## src/rtl/gcd_pkg.sv

```systemverilog
// Shared GCD definitions: default operand width and the controller command
// encoding with its priority decode (load > sub_a > sub_b).
package gcd_pkg;

  localparam int GCD_WIDTH_DEF = 16;

  typedef enum logic [1:0] {
    CMD_NONE  = 2'd0,
    CMD_LOAD  = 2'd1,
    CMD_SUB_A = 2'd2,
    CMD_SUB_B = 2'd3
  } gcd_cmd_e;

  function automatic gcd_cmd_e gcd_decode_cmd(
    input logic ld_a,
    input logic ld_b,
    input logic sub_a,
    input logic sub_b
  );
    gcd_cmd_e cmd;
    if (ld_a | ld_b) begin
      cmd = CMD_LOAD;
    end else if (sub_a) begin
      cmd = CMD_SUB_A;
    end else if (sub_b) begin
      cmd = CMD_SUB_B;
    end else begin
      cmd = CMD_NONE;
    end
    return cmd;
  endfunction

endpackage

```

## src/rtl/gcd_compare.sv

```systemverilog
// Unsigned magnitude comparator; exactly one of gt/lt/eq is high.
module gcd_compare #(
  parameter int WIDTH = 16
) (
  input  logic [WIDTH-1:0] i_x,
  input  logic [WIDTH-1:0] i_y,
  output logic             o_gt,
  output logic             o_lt,
  output logic             o_eq
);

  assign o_gt = (i_x > i_y);
  assign o_lt = (i_x < i_y);
  assign o_eq = (i_x == i_y);

endmodule

```

## src/rtl/gcd_datapath.sv

```systemverilog
// GCD datapath: executes controller commands on A/B, reports flags and hands the
// result out on a valid/ready port. Optional GCD_ITER_CNT_EN adds iter_cnt.
module gcd_datapath
  import gcd_pkg::*;
#(
  parameter int WIDTH = GCD_WIDTH_DEF
) (
  input  logic             clk,
  input  logic             rst,
  input  logic [WIDTH-1:0] a_in,
  input  logic [WIDTH-1:0] b_in,
  input  logic             ld_a,
  input  logic             ld_b,
  input  logic             sub_a,
  input  logic             sub_b,
  output logic             a_gt_b,
  output logic             b_gt_a,
  output logic             a_eq_b,
  output logic             busy,
  output logic [WIDTH-1:0] res_data,
  output logic             res_valid,
  input  logic             res_ready,
`ifdef GCD_ITER_CNT_EN
  output logic [WIDTH-1:0] iter_cnt,
`endif
  output logic             res_ovf
);

  logic [WIDTH-1:0] r_a;
  logic [WIDTH-1:0] r_b;
  logic             r_busy;
  logic [WIDTH-1:0] r_res_data;
  logic             r_res_valid;
  logic             r_res_ovf;

  logic             w_gt;
  logic             w_lt;
  logic             w_eq;
  gcd_cmd_e         w_cmd;
  logic             w_capture;

  gcd_compare #(.WIDTH(WIDTH)) u_cmp (
    .i_x  (r_a),
    .i_y  (r_b),
    .o_gt (w_gt),
    .o_lt (w_lt),
    .o_eq (w_eq)
  );

  assign w_cmd     = gcd_decode_cmd(ld_a, ld_b, sub_a, sub_b);
  assign w_capture = r_busy & w_eq & (w_cmd == CMD_NONE);

  // Operand registers and busy; subtractions are no-ops unless the minuend is larger.
  always_ff @(posedge clk or posedge rst) begin
    if (rst) begin
      r_a    <= {WIDTH{1'b0}};
      r_b    <= {WIDTH{1'b0}};
      r_busy <= 1'b0;
    end else begin
      case (w_cmd)
        CMD_LOAD: begin
          r_busy <= 1'b1;
          if (ld_a && ld_b) begin
            // A zero operand would make the subtract loop spin forever, so collapse to equal.
            if (a_in == {WIDTH{1'b0}}) begin
              r_a <= b_in;
              r_b <= b_in;
            end else if (b_in == {WIDTH{1'b0}}) begin
              r_a <= a_in;
              r_b <= a_in;
            end else begin
              r_a <= a_in;
              r_b <= b_in;
            end
          end else if (ld_a) begin
            r_a <= a_in;
          end else begin
            r_b <= b_in;
          end
        end
        CMD_SUB_A: begin
          if (w_gt) begin
            r_a <= r_a - r_b;
          end
        end
        CMD_SUB_B: begin
          if (w_lt) begin
            r_b <= r_b - r_a;
          end
        end
        CMD_NONE: begin
          if (w_capture) begin
            r_busy <= 1'b0;
          end
        end
        default: begin
          r_busy <= r_busy;
        end
      endcase
    end
  end

  // Result capture and valid/ready handshake; overwriting an unaccepted result is sticky.
  always_ff @(posedge clk or posedge rst) begin
    if (rst) begin
      r_res_data  <= {WIDTH{1'b0}};
      r_res_valid <= 1'b0;
      r_res_ovf   <= 1'b0;
    end else if (w_capture) begin
      r_res_data  <= r_a;
      r_res_valid <= 1'b1;
      if (r_res_valid && !res_ready) begin
        r_res_ovf <= 1'b1;
      end
    end else if (r_res_valid && res_ready) begin
      r_res_valid <= 1'b0;
    end
  end

`ifdef GCD_ITER_CNT_EN
  logic [WIDTH-1:0] r_iter_cnt;
  logic             w_sub_exec;

  assign w_sub_exec = ((w_cmd == CMD_SUB_A) & w_gt) | ((w_cmd == CMD_SUB_B) & w_lt);

  // Executed-subtraction counter: cleared by load, saturating.
  always_ff @(posedge clk or posedge rst) begin
    if (rst) begin
      r_iter_cnt <= {WIDTH{1'b0}};
    end else if (w_cmd == CMD_LOAD) begin
      r_iter_cnt <= {WIDTH{1'b0}};
    end else if (w_sub_exec && (r_iter_cnt != {WIDTH{1'b1}})) begin
      r_iter_cnt <= r_iter_cnt + {{(WIDTH-1){1'b0}}, 1'b1};
    end
  end

  assign iter_cnt = r_iter_cnt;
`endif

  assign a_gt_b    = w_gt;
  assign b_gt_a    = w_lt;
  assign a_eq_b    = w_eq;
  assign busy      = r_busy;
  assign res_data  = r_res_data;
  assign res_valid = r_res_valid;
  assign res_ovf   = r_res_ovf;

endmodule
```

## config.mk

```make
export PLATFORM = sky130hd
export DESIGN_NAME = gcd_datapath
export DESIGN_NICKNAME = d
export VERILOG_FILES = /design/src/rtl/gcd_pkg.sv /design/src/rtl/gcd_compare.sv /design/src/rtl/gcd_datapath.sv
export SDC_FILE = /design/constraint.sdc
export NUM_CORES = 1
export LEC_CHECK = 0
export CAP_MARGIN = 20
export CORE_ASPECT_RATIO = 1.25
export CORE_UTILIZATION = 35
export DETAILED_ROUTE_END_ITERATION = 12
export PLACE_DENSITY = 0.56
export SLEW_MARGIN = 20
export SYNTH_ARGS = -nofsm -noshare
export SYNTH_HDL_FRONTEND = slang
export SYNTH_SLANG_ARGS = --single-unit
export TNS_END_PERCENT = 30
```

## constraint.sdc

```tcl
create_clock -name clk -period 3.4 [get_ports clk]
set_clock_uncertainty 0.1 [all_clocks]
set_input_delay 0.51 -clock clk [delete_from_list [all_inputs] [get_ports clk]]
set_output_delay 0.51 -clock clk [all_outputs]
set_load 0.03 [all_outputs]
```

==> results of run 1 <==
routing by layer:
layer | up-vias | wire length (µm)
li1 | 1865 | -
met1 | 1846 | 5520
met2 | 143 | 6530
met3 | 11 | 743
met4 | 0 | 221
met5 | - | 0
through the flow:
step	power, W	hold slack (ps)	instance area [µm²]
after CTS	0.00245	384	5120
after floorplan	0.00160	376	4210
after detailed placement	0.00196	370	5000
after global placement	0.00195	363	5000
final	0.00243	380	5120
after global routing	0.00260	401	5120
cells in the mapped netlist (4+ instances only):
cell type                  instances
sky130_fd_sc_hd__a21oi_1          53
sky130_fd_sc_hd__dfrtp_1          51
sky130_fd_sc_hd__nand2_1          43
sky130_fd_sc_hd__inv_1            36
sky130_fd_sc_hd__ha_1             31
sky130_fd_sc_hd__o21ai_1          27
sky130_fd_sc_hd__nor2_1           23
sky130_fd_sc_hd__xor2_1           21
sky130_fd_sc_hd__a211oi_1         16
sky130_fd_sc_hd__o21ai_0          15
sky130_fd_sc_hd__o21ai_2          15
sky130_fd_sc_hd__a21o_1           14
sky130_fd_sc_hd__nand2_2          14
sky130_fd_sc_hd__a211o_1          12
sky130_fd_sc_hd__buf_2            12
sky130_fd_sc_hd__clkbuf_1         10
sky130_fd_sc_hd__nor4_1            8
sky130_fd_sc_hd__buf_4             7
sky130_fd_sc_hd__nand2b_1          7
sky130_fd_sc_hd__o211ai_1          6
sky130_fd_sc_hd__xnor2_1           5
sky130_fd_sc_hd__and2_1            4
sky130_fd_sc_hd__buf_6             4
sky130_fd_sc_hd__o21a_1            4
final timing paths:
path                             start     endpoint  depth (start not counted)
hold reg to reg            res_data[7]  res_data[7]                          2
max in group asynchronous          rst      r_a[14]                          3
setup reg to reg                r_a[0]       r_a[9]                         11
hold / removal             res_data[7]  res_data[7]                          2
setup / recovery                r_a[0]       b_gt_a                          8
min in group asynchronous          rst  res_data[8]                          3
final cells by class:
cell class,instances,area [µm²],share of cell area (%)
Clock buffer,6,129,2.52
Sequential cell,51,1280,24.9
Timing Repair Buffer,84,776,15.1
Tap cell,161,201,3.93
Inverter,37,139,2.71
Multi-Input combinational cell,371,2600,50.8
cells by family (layout without fill, tap and decap cells):
group / Yosys count / after routing / synth area share (%)
AO/OA/AOI/OAI: 188 / 188 / 29.8
XOR/XNOR: 26 / 26 / 5.41
adder cells (fa/ha/maj): 33 / 33 / 10.2
buffers and inverters: 71 / 127 / 8.05
flip-flops: 51 / 51 / 30.3
multiplexers: 4 / 4 / 1.07
AND/OR/NAND/NOR: 120 / 120 / 15.2
worst register-to-register path, cell delays in order (launching register included):
cell	delay, ps
sky130_fd_sc_hd__dfrtp_1	350
sky130_fd_sc_hd__inv_1	80
sky130_fd_sc_hd__ha_1	230
sky130_fd_sc_hd__fa_1	410
sky130_fd_sc_hd__nand2b_1	190
sky130_fd_sc_hd__a211o_1	280
sky130_fd_sc_hd__a21oi_1	230
sky130_fd_sc_hd__a21oi_2	170
sky130_fd_sc_hd__o31ai_4	230
sky130_fd_sc_hd__buf_4	370
sky130_fd_sc_hd__o211ai_1	190
sky130_fd_sc_hd__o21ai_1	120
report_power, final:
part	total [W]	internal [W]	leakage, nW	switching [W]
logic	0.00124	0.000497	1.63	0.000748
clock network	0.000479	0.000265	0.0628	0.000214
registers	0.000708	0.000665	0.640	0.0000422
total	0.00243	0.00143	2.34	0.00100
flip-flops by register name, indices dropped and copies added, names as in the netlist:
register   cells
res_data      16
r_b           16
res_valid      1
res_ovf        1
busy           1
r_a           16
repair_timing:
item                       in CTS  in global routing
setup endpoints to repair       2                  0
buffers inserted                0                  0
hold buffers                    0                  0
gates resized for setup         2                  0
==> report_table.html, run 1 <==
<table>
<tr><th>Metric</th><th>Value</th></tr>
<tr><th colspan="2">Clock tree</th></tr>
<tr><td>Buffer levels on the longest clock path</td><td>2</td></tr>
<tr><td>Clock slew at reported path FFs</td><td>60 ps</td></tr>
<tr><td>Clock tree from TritonCTS</td><td>done</td></tr>
<tr><td>Clock latency at the later pin of the worst-skew pair</td><td>290 ps</td></tr>
<tr><td>Master cell of the clock root buffer</td><td>sky130_fd_sc_hd__clkbuf_16</td></tr>
<tr><td>CTS HTree Levels</td><td>2</td></tr>
<tr><td>Number of buffers inserted during clock tree synthesis</td><td>5</td></tr>
<tr><td>Number of sinks driven by the clock tree</td><td>51</td></tr>
<tr><th colspan="2">Hold path</th></tr>
<tr><td>Class of the most critical hold timing path</td><td>reg2reg</td></tr>
<tr><th colspan="2">Place</th></tr>
<tr><td>Detail Placement HPWL</td><td>10.2 mm</td></tr>
<tr><td>Gpl congestion</td><td>0.887</td></tr>
<tr><td>Number of instances in the placed design</td><td>704</td></tr>
<tr><td>Port buffer count</td><td>60</td></tr>
<tr><td>Pre-CTS setup slack</td><td>239 ps</td></tr>
<tr><th colspan="2">Timing</th></tr>
<tr><td>Max Clk Rate</td><td>310 MHz</td></tr>
<tr><td>Slew Viols, Final</td><td>0</td></tr>
<tr><td>Setup repair after global routing missed its margin</td><td>no</td></tr>
<tr><td>Number of hold violations in the final report</td><td>0</td></tr>
<tr><td>Transition time at the pin with the least slew margin</td><td>674 ps</td></tr>
<tr><td>Headroom to the max-slew limit</td><td>55.1%</td></tr>
<tr><td>Clock period minus final worst setup slack</td><td>3230 ps</td></tr>
<tr><td>Share of the clock period used by the worst path</td><td>95.0%</td></tr>
<tr><td>Final WS setup</td><td>172 ps</td></tr>
<tr><td>Setup TNS Final</td><td>0 ps</td></tr>
<tr><td>Total setup violations reported at the end of the flow</td><td>0</td></tr>
<tr><th colspan="2">Logic synthesis</th></tr>
<tr><td>Syn Area/Cell</td><td>8.55 µm²</td></tr>
<tr><td>Biggest area contributors in the synthesized netlist</td><td>sky130_fd_sc_hd__dfrtp_1 (30%), sky130_fd_sc_hd__ha_1 (9.2%), sky130_fd_sc_hd__a21oi_1 (6.3%)</td></tr>
<tr><td>Post-synth net total</td><td>565</td></tr>
<tr><td>Yosys warns</td><td>0</td></tr>
<tr><td>Count of state elements after synthesis</td><td>51</td></tr>
<tr><td>Top_reg_cell synth</td><td>sky130_fd_sc_hd__dfrtp_1</td></tr>
<tr><td>Sequential element share of the synthesized area</td><td>30.3%</td></tr>
<tr><td>Async S/R FF share, synth</td><td>100%</td></tr>
<tr><td>Synth cell types</td><td>62</td></tr>
<tr><td>Number of synthesized flops with an enable pin</td><td>0</td></tr>
<tr><td>Largest area contributor in the synthesized netlist</td><td>sky130_fd_sc_hd__dfrtp_1</td></tr>
<tr><td>Top cell type's share of synthesized area</td><td>30.3%</td></tr>
<tr><td>Area of the mapped netlist</td><td>4210 µm²</td></tr>
<tr><td>Post-Syn Instances</td><td>493</td></tr>
<tr><th colspan="2">Global route</th></tr>
<tr><td>Met1 Use GR</td><td>28.2%</td></tr>
<tr><td>Global-route total usage across every layer</td><td>21.5%</td></tr>
<tr><td>Initial antenna violation count</td><td>0</td></tr>
<tr><td>Pin count of the biggest net entering global routing</td><td>52</td></tr>
<tr><td>Met2 track demand over resource</td><td>37.1%</td></tr>
<tr><td>Number of global-route vias before repair</td><td>3741</td></tr>
<tr><td>Busiest layer in global routing</td><td>met2</td></tr>
<tr><td>Wire length of the first global-routing pass</td><td>20.5 mm</td></tr>
<tr><td>Met3 usage in global routing</td><td>2.58%</td></tr>
<tr><td>Total global routing overflow</td><td>0</td></tr>
<tr><th colspan="2">Route</th></tr>
<tr><td>Final ANT Viol Nets</td><td>0</td></tr>
<tr><td>Routed wire length</td><td>13.0 mm</td></tr>
<tr><td>Vias per inst</td><td>5.44</td></tr>
<tr><td>Vias</td><td>3865</td></tr>
<tr><td>Pre-antenna DRT Iters</td><td>7</td></tr>
<tr><td>Average wire length per cell after detail routing</td><td>18.3 µm</td></tr>
<tr><td>DRC</td><td>0</td></tr>
<tr><td>Initial drt markers</td><td>189</td></tr>
<tr><th colspan="2">Cells and area</th></tr>
<tr><td>Filler cell count</td><td>1217</td></tr>
<tr><td>Layout cells sized above 1</td><td>13.1%</td></tr>
<tr><td>Final Non-Filler Cells</td><td>710</td></tr>
<tr><td>Most frequent standard cell in the layout excluding fill and tap cells</td><td>sky130_fd_sc_hd__clkdlybuf4s50_1</td></tr>
<tr><td>Final cell utilization of the core</td><td>43.9%</td></tr>
<tr><td>Layout net count</td><td>622</td></tr>
<tr><td>Number of antenna diodes</td><td>0</td></tr>
<tr><td>Area growth syn-to-layout</td><td>21.6%</td></tr>
<tr><td>Top library cells by usage in the layout, fill and taps aside</td><td>sky130_fd_sc_hd__clkdlybuf4s50_1 (57), sky130_fd_sc_hd__a21oi_1 (52), sky130_fd_sc_hd__dfrtp_1 (51), sky130_fd_sc_hd__nand2_1 (43), sky130_fd_sc_hd__inv_1 (35)</td></tr>
<tr><th colspan="2">Die</th></tr>
<tr><td>Count of pins on the block boundary</td><td>61</td></tr>
<tr><td>Horizontal die dimension</td><td>100 µm</td></tr>
<tr><td>Placeable Area</td><td>11700 µm²</td></tr>
<tr><td>Floorplan row count</td><td>44</td></tr>
<tr><td>Starting density of the core</td><td>36.1%</td></tr>
<tr><td>Die height</td><td>125 µm</td></tr>
<tr><td>Total die area</td><td>12500 µm²</td></tr>
<tr><th colspan="2">Outcome</th></tr>
<tr><td>Outcome</td><td>complete, no violations</td></tr>
<tr><th colspan="2">Worst setup path</th></tr>
<tr><td>Family with the most delay on the worst path</td><td>compound AO/OA/AOI/OAI gates</td></tr>
<tr><td>Worst path required time</td><td>2790 ps</td></tr>
<tr><td>Path type of the worst setup path</td><td>reg2out</td></tr>
<tr><td>Endpoint class of the critical path</td><td>output pin</td></tr>
<tr><td>Critical Path Slowest Stage Cell</td><td>sky130_fd_sc_hd__fa_1</td></tr>
<tr><td>Startpoint types</td><td>register</td></tr>
<tr><td>Worst endpoint data arrival time</td><td>2620 ps</td></tr>
<tr><td>Cells along the critical path</td><td>inv_1 -&gt; ha_1 -&gt; fa_1 -&gt; nand2b_1 -&gt; a211o_1 -&gt; a21oi_1 -&gt; a21oi_2 -&gt; dlygate4sd2_1</td></tr>
<tr><td>Internal reg-to-reg setup slack</td><td>380 ps</td></tr>
<tr><td>Critical path fanouts, max</td><td>6</td></tr>
<tr><td>Worst path max stage delay</td><td>410 ps</td></tr>
<tr><td>Count of buffer and inverter cells on the critical path</td><td>2</td></tr>
<tr><th colspan="2">Power</th></tr>
<tr><td>Power density over the cells</td><td>475 nW/µm²</td></tr>
<tr><td>Static Leakage</td><td>2.34 nW</td></tr>
<tr><td>Max VDD drop</td><td>0.263 mV</td></tr>
<tr><th colspan="2">Job</th></tr>
<tr><td>Max-cap viol count</td><td>0</td></tr>
</table>
(Power assumes the default switching activity.)
==> run 2: changes to the inputs <==
- CORE_UTILIZATION: 35 -> 49
- PLACE_DENSITY: 0.56 -> 0.74
==> run 2 against run 1 <==
Net effect: the run now ends with DRC left; routed wire length fell by 7.6%; utilization up 16 points; setup slack is essentially flat; via count increased by 1.4%; critical endpoint is now a_gt_b; highest routed layer unchanged.
==> report_table.html, run 2 (synthesized netlist as in run 1, its figures left out) <==
<table>
<tr><th>Metric</th><th>Value</th></tr>
<tr><th colspan="2">Clock tree</th></tr>
<tr><td>Buffer levels on the longest clock path</td><td>2 (unchanged)</td></tr>
<tr><td>Clock latency at the later pin of the worst-skew pair</td><td>310 ps (+20 ps)</td></tr>
<tr><td>Hold bufs inserted after CTS</td><td>0 (unchanged)</td></tr>
<tr><td>Clock slew at reported path FFs</td><td>100 ps (+40 ps)</td></tr>
<tr><td>Number of sinks driven by the clock tree</td><td>51 (unchanged)</td></tr>
<tr><td>Clock tree from TritonCTS</td><td>done</td></tr>
<tr><td>Master cell of the clock root buffer</td><td>sky130_fd_sc_hd__clkbuf_8</td></tr>
<tr><td>Number of buffers inserted during clock tree synthesis</td><td>5 (unchanged)</td></tr>
<tr><td>CTS HTree Levels</td><td>2 (unchanged)</td></tr>
<tr><th colspan="2">Power</th></tr>
<tr><td>Static Leakage</td><td>2.33 nW (-0.45%)</td></tr>
<tr><td>Switching power summed over all nets</td><td>0.000986 W (-1.8%)</td></tr>
<tr><td>Switch share</td><td>43.2% (+1.9 points)</td></tr>
<tr><td>Power density over the cells</td><td>457 nW/µm² (-3.8%)</td></tr>
<tr><td>Clock network fraction of total power</td><td>14.6% (-5.1 points)</td></tr>
<tr><td>Seq pwr share</td><td>31.0% (+1.9 points)</td></tr>
<tr><td>Cell internal pwr</td><td>0.00130 W (-9.1%)</td></tr>
<tr><td>Max VDD drop</td><td>0.348 mV (+33%)</td></tr>
<tr><td>Share of power burned in combinational logic</td><td>54.4% (+3.2 points)</td></tr>
<tr><th colspan="2">Outcome</th></tr>
<tr><td>Violated checks</td><td>DRC</td></tr>
<tr><td>Outcome</td><td>complete, but fails checks</td></tr>
<tr><th colspan="2">Job</th></tr>
<tr><td>Max-cap viol count</td><td>0 (unchanged)</td></tr>
<tr><th colspan="2">Route</th></tr>
<tr><td>Initial drt markers</td><td>307 (+62%)</td></tr>
<tr><td>Vias</td><td>3919 (+1.4%)</td></tr>
<tr><td>DRC</td><td>4 (+4)</td></tr>
<tr><td>Routed wire length</td><td>12.0 mm (-7.6%)</td></tr>
<tr><td>Pre-antenna DRT Iters</td><td>11 (+4)</td></tr>
<tr><td>Vias per inst</td><td>6.07 (+11%)</td></tr>
<tr><td>Average wire length per cell after detail routing</td><td>18.6 µm (+1.6%)</td></tr>
<tr><td>Final ANT Viol Nets</td><td>0 (unchanged)</td></tr>
<tr><th colspan="2">Global route</th></tr>
<tr><td>Number of global-route vias before repair</td><td>3891 (+4.0%)</td></tr>
<tr><td>Busiest layer in global routing</td><td>met2</td></tr>
<tr><td>Met2 track demand over resource</td><td>47.5% (+10 points)</td></tr>
<tr><td>Met3 usage in global routing</td><td>3.99% (+1.4 points)</td></tr>
<tr><td>Initial antenna violation count</td><td>0 (unchanged)</td></tr>
<tr><td>Total global routing overflow</td><td>0 (unchanged)</td></tr>
<tr><td>Global-route total usage across every layer</td><td>28.1% (+6.6 points)</td></tr>
<tr><td>Wire length of the first global-routing pass</td><td>19.5 mm (-4.9%)</td></tr>
<tr><td>Pin count of the biggest net entering global routing</td><td>28 (-46%)</td></tr>
<tr><td>Met1 Use GR</td><td>34.9% (+6.7 points)</td></tr>
<tr><th colspan="2">Cells and area</th></tr>
<tr><td>Final cell utilization of the core</td><td>60.4% (+16 points)</td></tr>
<tr><td>Area growth syn-to-layout</td><td>18.7%</td></tr>
<tr><td>Final Non-Filler Cells</td><td>646 (-9.0%)</td></tr>
<tr><td>Layout net count</td><td>622 (unchanged)</td></tr>
<tr><td>Filler cell count</td><td>787 (-35%)</td></tr>
<tr><td>Layout cells sized above 1</td><td>13.5% (+0.36 points)</td></tr>
<tr><td>Most frequent standard cell in the layout excluding fill and tap cells</td><td>sky130_fd_sc_hd__clkdlybuf4s50_1</td></tr>
<tr><td>Number of antenna diodes</td><td>0 (unchanged)</td></tr>
<tr><td>Top library cells by usage in the layout, fill and taps aside</td><td>sky130_fd_sc_hd__clkdlybuf4s50_1 (57), sky130_fd_sc_hd__a21oi_1 (51), sky130_fd_sc_hd__dfrtp_1 (51), sky130_fd_sc_hd__nand2_1 (43), sky130_fd_sc_hd__inv_1 (35)</td></tr>
<tr><th colspan="2">Timing</th></tr>
<tr><td>Clock period minus final worst setup slack</td><td>3230 ps (+0.203 ps)</td></tr>
<tr><td>Slew Viols, Final</td><td>0 (unchanged)</td></tr>
<tr><td>Hold Worst Slack</td><td>382 ps (+2.34 ps)</td></tr>
<tr><td>Setup TNS Final</td><td>0 ps (unchanged)</td></tr>
<tr><td>Final WS setup</td><td>171 ps (-0.203 ps)</td></tr>
<tr><td>Number of hold violations in the final report</td><td>0 (unchanged)</td></tr>
<tr><td>Headroom to the max-slew limit</td><td>57.6% (+2.5 points)</td></tr>
<tr><td>Max Clk Rate</td><td>310 MHz (about the same)</td></tr>
<tr><td>Share of the clock period used by the worst path</td><td>95.0% (about the same)</td></tr>
<tr><td>Transition time at the pin with the least slew margin</td><td>634 ps (-39.4 ps)</td></tr>
<tr><td>Setup repair after global routing missed its margin</td><td>no</td></tr>
<tr><td>Total setup violations reported at the end of the flow</td><td>0 (unchanged)</td></tr>
<tr><th colspan="2">Die</th></tr>
<tr><td>Placeable Area</td><td>8290 µm² (-29%)</td></tr>
<tr><td>Floorplan row count</td><td>37 (-16%)</td></tr>
<tr><td>Count of pins on the block boundary</td><td>61 (unchanged)</td></tr>
<tr><td>Horizontal die dimension</td><td>84.9 µm (-15%)</td></tr>
<tr><td>Total die area</td><td>8970 µm² (-28%)</td></tr>
<tr><td>Die height</td><td>106 µm (-15%)</td></tr>
<tr><td>Starting density of the core</td><td>50.8% (+15 points)</td></tr>
<tr><th colspan="2">Worst setup path</th></tr>
<tr><td>Endpoint class of the critical path</td><td>output pin</td></tr>
<tr><td>Worst path required time</td><td>2790 ps (about the same)</td></tr>
<tr><td>Path type of the worst setup path</td><td>reg2out</td></tr>
<tr><td>Worst endpoint data arrival time</td><td>2620 ps (about the same)</td></tr>
<tr><td>Startpoint types</td><td>register</td></tr>
<tr><td>Critical path fanouts, max</td><td>5 (-1)</td></tr>
<tr><th colspan="2">Place</th></tr>
<tr><td>Detail Placement HPWL</td><td>9.53 mm (-6.9%)</td></tr>
<tr><td>Port buffer count</td><td>60 (unchanged)</td></tr>
<tr><td>Gpl congestion</td><td>1.01 (+14%)</td></tr>
<tr><td>Pre-CTS setup slack</td><td>324 ps (+84.9 ps)</td></tr>
<tr><td>Number of instances in the placed design</td><td>640 (-9.1%)</td></tr>
<tr><th colspan="2">Hold path</th></tr>
<tr><td>Class of the most critical hold timing path</td><td>reg2reg</td></tr>
</table>
[run 2: layout make-up]
cell class / count / area, µm² / area share [%]
clock buffers: 6 / 72.6 / 1.45
inverters: 37 / 139 / 2.78
multi-input cells: 371 / 2610 / 52.2
flip-flops and latches: 51 / 1280 / 25.5
well taps: 97 / 121 / 2.43
repair buffers: 84 / 779 / 15.6
[run 2: worst paths after layout]
path,startpoint,endpoint,slack (ps),cells after the start
max in group asynchronous,rst,r_a[2],1950,3
hold reg to reg,res_data[7],res_data[7],380,2
hold / removal,res_data[7],res_data[7],380,2
setup / recovery,r_a[0],a_gt_b,170,10
setup reg to reg,r_a[0],r_a[9],410,12
min in group asynchronous,rst,r_b[15],480,2
[run 2: power groups by stage]
stage,sequential (W),clock [W],combinational (W)
floorplan,0.000708,0,0.000892
global placement,0.000715,0,0.00120
detailed placement,0.000720,0,0.00121
CTS,0.000708,0.000348,0.00122
global route,0.000717,0.000368,0.00136
finish,0.000708,0.000333,0.00124
[run 2: per-layer routing]
metal	share of wire, %	vias up	wire, µm
met2	49	167	5880
met1	42	1858	5030
li1	-	1857	-
met4	3.9	0	464
met3	5.3	37	643
met5	0	-	0
[run 2: metrics by stage]
step           power [W]  cell area [µm²]
3_5_place_dp     0.00193             4920
4_1_cts          0.00228             4990
2_1_floorplan    0.00160             4210
3_3_place_gp     0.00192             4920
5_1_grt          0.00245             5000
6_report         0.00228             5000
[run 2: worst max-delay path, cell delays in order (launching register included)]
cell and delay, ps:
sky130_fd_sc_hd__dfrtp_1 370, sky130_fd_sc_hd__inv_1 80, sky130_fd_sc_hd__ha_1 230, sky130_fd_sc_hd__fa_1 410, sky130_fd_sc_hd__nand2b_1 180, sky130_fd_sc_hd__a211o_1 290, sky130_fd_sc_hd__a21oi_2 180, sky130_fd_sc_hd__a21oi_2 90
sky130_fd_sc_hd__buf_4 180, sky130_fd_sc_hd__nor2_4 120, sky130_fd_sc_hd__buf_4 180
[run 2: repair_timing]
| action | in CTS | in global routing |
|---|---|---|
| endpoints found under the setup margin | 2 | 2 |
| gates cloned | 0 | 0 |
| buffers inserted | 0 | 0 |
| resized for setup | 2 | 3 |
==> run 3: changes to the inputs <==
- DONT_BUFFER_PORTS: unset -> 1
- PLACE_DENSITY: 0.74 -> 0.65
==> run 3 against run 2 <==
Net effect: the run still ends with DRC left; critical path depth decreased by 2; global-route usage decreased by 0.73 points; fmax decreased by 0.76%; die area unchanged; final cell count decreased by 9.8%; highest routed layer unchanged.
==> report_table.html, run 3 (synthesized netlist as in run 1, its figures left out) <==
<table>
<tr><th>Metric</th><th>Value</th></tr>
<tr><th colspan="2">Outcome</th></tr>
<tr><td>Outcome</td><td>complete, but fails checks</td></tr>
<tr><td>Violated checks</td><td>DRC</td></tr>
<tr><th colspan="2">Power</th></tr>
<tr><td>Share of power burned in combinational logic</td><td>48.7% (-5.7 points)</td></tr>
<tr><td>Cell internal pwr</td><td>0.00141 W (+8.2%)</td></tr>
<tr><td>Seq pwr share</td><td>29.9% (-1.1 points)</td></tr>
<tr><td>Max VDD drop</td><td>0.235 mV (-33%)</td></tr>
<tr><td>Switch share</td><td>40.8% (-2.4 points)</td></tr>
<tr><td>Final Total Pwr</td><td>0.00237 W (+3.9%)</td></tr>
<tr><td>Clock network fraction of total power</td><td>21.4% (+6.8 points)</td></tr>
<tr><td>Power density over the cells</td><td>535 nW/µm² (+17%)</td></tr>
<tr><td>Switching power summed over all nets</td><td>0.000968 W (-1.8%)</td></tr>
<tr><td>Static Leakage</td><td>2.08 nW (-10%)</td></tr>
<tr><th colspan="2">Global route</th></tr>
<tr><td>Total global routing overflow</td><td>0 (unchanged)</td></tr>
<tr><td>Number of global-route vias before repair</td><td>3660 (-5.9%)</td></tr>
<tr><td>Wire length of the first global-routing pass</td><td>18.9 mm (-2.7%)</td></tr>
<tr><td>Global-route total usage across every layer</td><td>27.4% (-0.73 points)</td></tr>
<tr><td>Pin count of the biggest net entering global routing</td><td>43 (+54%)</td></tr>
<tr><td>Initial antenna violation count</td><td>0 (unchanged)</td></tr>
<tr><th colspan="2">Cells and area</th></tr>
<tr><td>Top library cells by usage in the layout, fill and taps aside</td><td>sky130_fd_sc_hd__a21oi_1 (51), sky130_fd_sc_hd__dfrtp_1 (51), sky130_fd_sc_hd__nand2_1 (43), sky130_fd_sc_hd__inv_1 (35), sky130_fd_sc_hd__ha_1 (31)</td></tr>
<tr><td>Number of antenna diodes</td><td>0 (unchanged)</td></tr>
<tr><td>Layout net count</td><td>557 (-10%)</td></tr>
<tr><td>Final Non-Filler Cells</td><td>583 (-9.8%)</td></tr>
<tr><td>Finished layout cell area</td><td>4430 µm² (-11%)</td></tr>
<tr><td>Area growth syn-to-layout</td><td>5.23%</td></tr>
<tr><td>Layout cells sized above 1</td><td>14.6% (+1.1 points)</td></tr>
<tr><th colspan="2">Timing</th></tr>
<tr><td>Setup repair after global routing missed its margin</td><td>no</td></tr>
<tr><td>Slew Viols, Final</td><td>0 (unchanged)</td></tr>
<tr><td>Hold Worst Slack</td><td>163 ps (-219 ps)</td></tr>
<tr><td>Total setup violations reported at the end of the flow</td><td>0 (unchanged)</td></tr>
<tr><td>Number of hold violations in the final report</td><td>0 (unchanged)</td></tr>
<tr><td>Setup TNS Final</td><td>0 ps (unchanged)</td></tr>
<tr><td>Clock period minus final worst setup slack</td><td>3250 ps (+24.7 ps)</td></tr>
<tr><td>Share of the clock period used by the worst path</td><td>95.7% (+0.73 points)</td></tr>
<tr><td>Max Clk Rate</td><td>307 MHz (-0.76%)</td></tr>
<tr><td>Headroom to the max-slew limit</td><td>40.5% (-17 points)</td></tr>
<tr><td>Transition time at the pin with the least slew margin</td><td>891 ps (+257 ps)</td></tr>
<tr><th colspan="2">Route</th></tr>
<tr><td>Routed wire length</td><td>11.6 mm (-3.4%)</td></tr>
<tr><td>Pre-antenna DRT Iters</td><td>9 (-2)</td></tr>
<tr><td>Final ANT Viol Nets</td><td>0 (unchanged)</td></tr>
<tr><td>DRC</td><td>3 (-1)</td></tr>
<tr><td>Average wire length per cell after detail routing</td><td>19.9 µm (+7.1%)</td></tr>
<tr><td>Initial drt markers</td><td>282 (-8.1%)</td></tr>
<tr><td>Vias per inst</td><td>6.17 (+1.6%)</td></tr>
<tr><td>Vias</td><td>3595 (-8.3%)</td></tr>
<tr><th colspan="2">Worst setup path</th></tr>
<tr><td>Timing startpoint of the critical path</td><td>r_a[13]</td></tr>
<tr><td>Worst path required time</td><td>2790 ps (about the same)</td></tr>
<tr><td>Endpoint class of the critical path</td><td>output pin</td></tr>
<tr><td>Internal reg-to-reg setup slack</td><td>470 ps (+60 ps)</td></tr>
<tr><td>Path type of the worst setup path</td><td>reg2out</td></tr>
<tr><td>Worst reg2reg path depth</td><td>10 (-2)</td></tr>
<tr><td>Startpoint types</td><td>register</td></tr>
<tr><td>Worst endpoint data arrival time</td><td>2640 ps (+20 ps)</td></tr>
<tr><td>Termination of the worst setup path</td><td>a_gt_b</td></tr>
<tr><td>Reg2Reg Launch Point</td><td>r_a[13]</td></tr>
<tr><td>Critical path fanouts, max</td><td>9 (+4)</td></tr>
<tr><td>Worst reg2reg endpoint</td><td>res_data[0]</td></tr>
<tr><th colspan="2">Clock tree</th></tr>
<tr><td>Number of buffers inserted during clock tree synthesis</td><td>5 (unchanged)</td></tr>
<tr><td>CTS HTree Levels</td><td>2 (unchanged)</td></tr>
<tr><td>Clock latency at the later pin of the worst-skew pair</td><td>310 ps (about the same)</td></tr>
<tr><td>Clock slew at reported path FFs</td><td>100 ps (about the same)</td></tr>
<tr><td>Number of sinks driven by the clock tree</td><td>51 (unchanged)</td></tr>
<tr><td>Clock tree from TritonCTS</td><td>done</td></tr>
<tr><td>Master cell of the clock root buffer</td><td>sky130_fd_sc_hd__clkbuf_8</td></tr>
<tr><td>Buffer levels on the longest clock path</td><td>2 (unchanged)</td></tr>
<tr><td>Post-CTS Setup Inserts</td><td>0 (unchanged)</td></tr>
<tr><th colspan="2">Die</th></tr>
<tr><td>Count of pins on the block boundary</td><td>61 (unchanged)</td></tr>
<tr><td>Starting density of the core</td><td>50.8% (unchanged)</td></tr>
<tr><td>Total die area</td><td>8970 µm² (unchanged)</td></tr>
<tr><td>Placeable Area</td><td>8290 µm² (unchanged)</td></tr>
<tr><td>Floorplan row count</td><td>37 (unchanged)</td></tr>
<tr><td>Die height</td><td>106 µm (unchanged)</td></tr>
<tr><td>Horizontal die dimension</td><td>84.9 µm (unchanged)</td></tr>
<tr><th colspan="2">Place</th></tr>
<tr><td>Port buffer count</td><td>0 (-100%)</td></tr>
<tr><td>Gpl congestion</td><td>1.02 (+1.3%)</td></tr>
<tr><td>Detail Placement HPWL</td><td>9.25 mm (-2.9%)</td></tr>
<tr><td>Post-placement cell area</td><td>4290 µm² (-13%)</td></tr>
<tr><td>Number of instances in the placed design</td><td>575 (-10%)</td></tr>
<tr><th colspan="2">Hold path</th></tr>
<tr><td>Class of the most critical hold timing path</td><td>in2async</td></tr>
<tr><th colspan="2">Job</th></tr>
<tr><td>Max-cap viol count</td><td>0 (unchanged)</td></tr>
</table>
==> run 3: worst max-delay path, stage by stage, from the launching register on <==
cell and delay (ps):
sky130_fd_sc_hd__dfrtp_1 380, sky130_fd_sc_hd__inv_1 80, sky130_fd_sc_hd__ha_1 460, sky130_fd_sc_hd__nand2_1 220, sky130_fd_sc_hd__nor4_4 270, sky130_fd_sc_hd__inv_2 80
sky130_fd_sc_hd__nor4_4 540, sky130_fd_sc_hd__nor2_2 120, sky130_fd_sc_hd__buf_4 190
==> run 3: how the worst min path moves through the flow <==
| stage | startpoint | endpoint | slack [ps] |
|---|---|---|---|
| final | rst | r_a[5] | 160 |
| after global routing | ld_a | r_a[11] | 180 |
| after CTS | ld_a | r_a[11] | 180 |
| after detailed placement | r_b[0] | r_b[0] | 400 |
| after global placement | r_b[10] | r_b[10] | 400 |
| after floorplan | r_b[0] | r_b[0] | 380 |
==> run 3: area by class of cell <==
type                    instances  area [µm²]
well taps                      97         121
clock inverters                 2        60.1
flip-flops and latches         51        1280
multi-input cells             371        2620
fillers                       794        3850
inverters                      37         139
clock buffers                   6        72.6
repair buffers                 19         143
==> run 3: through the flow <==
stage               utilization, %  setup WS (ps)
floorplan                        -            380
global placement              51.7            386
detailed placement            51.7            293
CTS                           53.5           74.4
global route                  53.5           8.94
finish                        53.5            147
==> run 3: routing by layer <==
metal	share of wire (%)	vias to the layer above	track usage (%)
li1	-	1727	-
met1	42	1720	34.2
met2	48	112	45.6
met3	6.4	36	5.95
met4	3.6	0	11.3
met5	0	-	0
==> run 3: what timing repair did <==
item | 4_1_cts | 5_1_grt
hold buffers | 0 | 0
cloned | 0 | 0
gates resized for setup | 2 | 1
endpoints found under the setup margin | 1 | 1
==> run 3: power by group through the flow <==
stage	Sequential [W]	Combinational, W	Clock [W]
after floorplan	0.000708	0.000892	0
after global placement	0.000719	0.00113	0
after detailed placement	0.000722	0.00113	0
after CTS	0.000710	0.00115	0.000523
after global routing	0.000718	0.00127	0.000544
final	0.000710	0.00116	0.000507
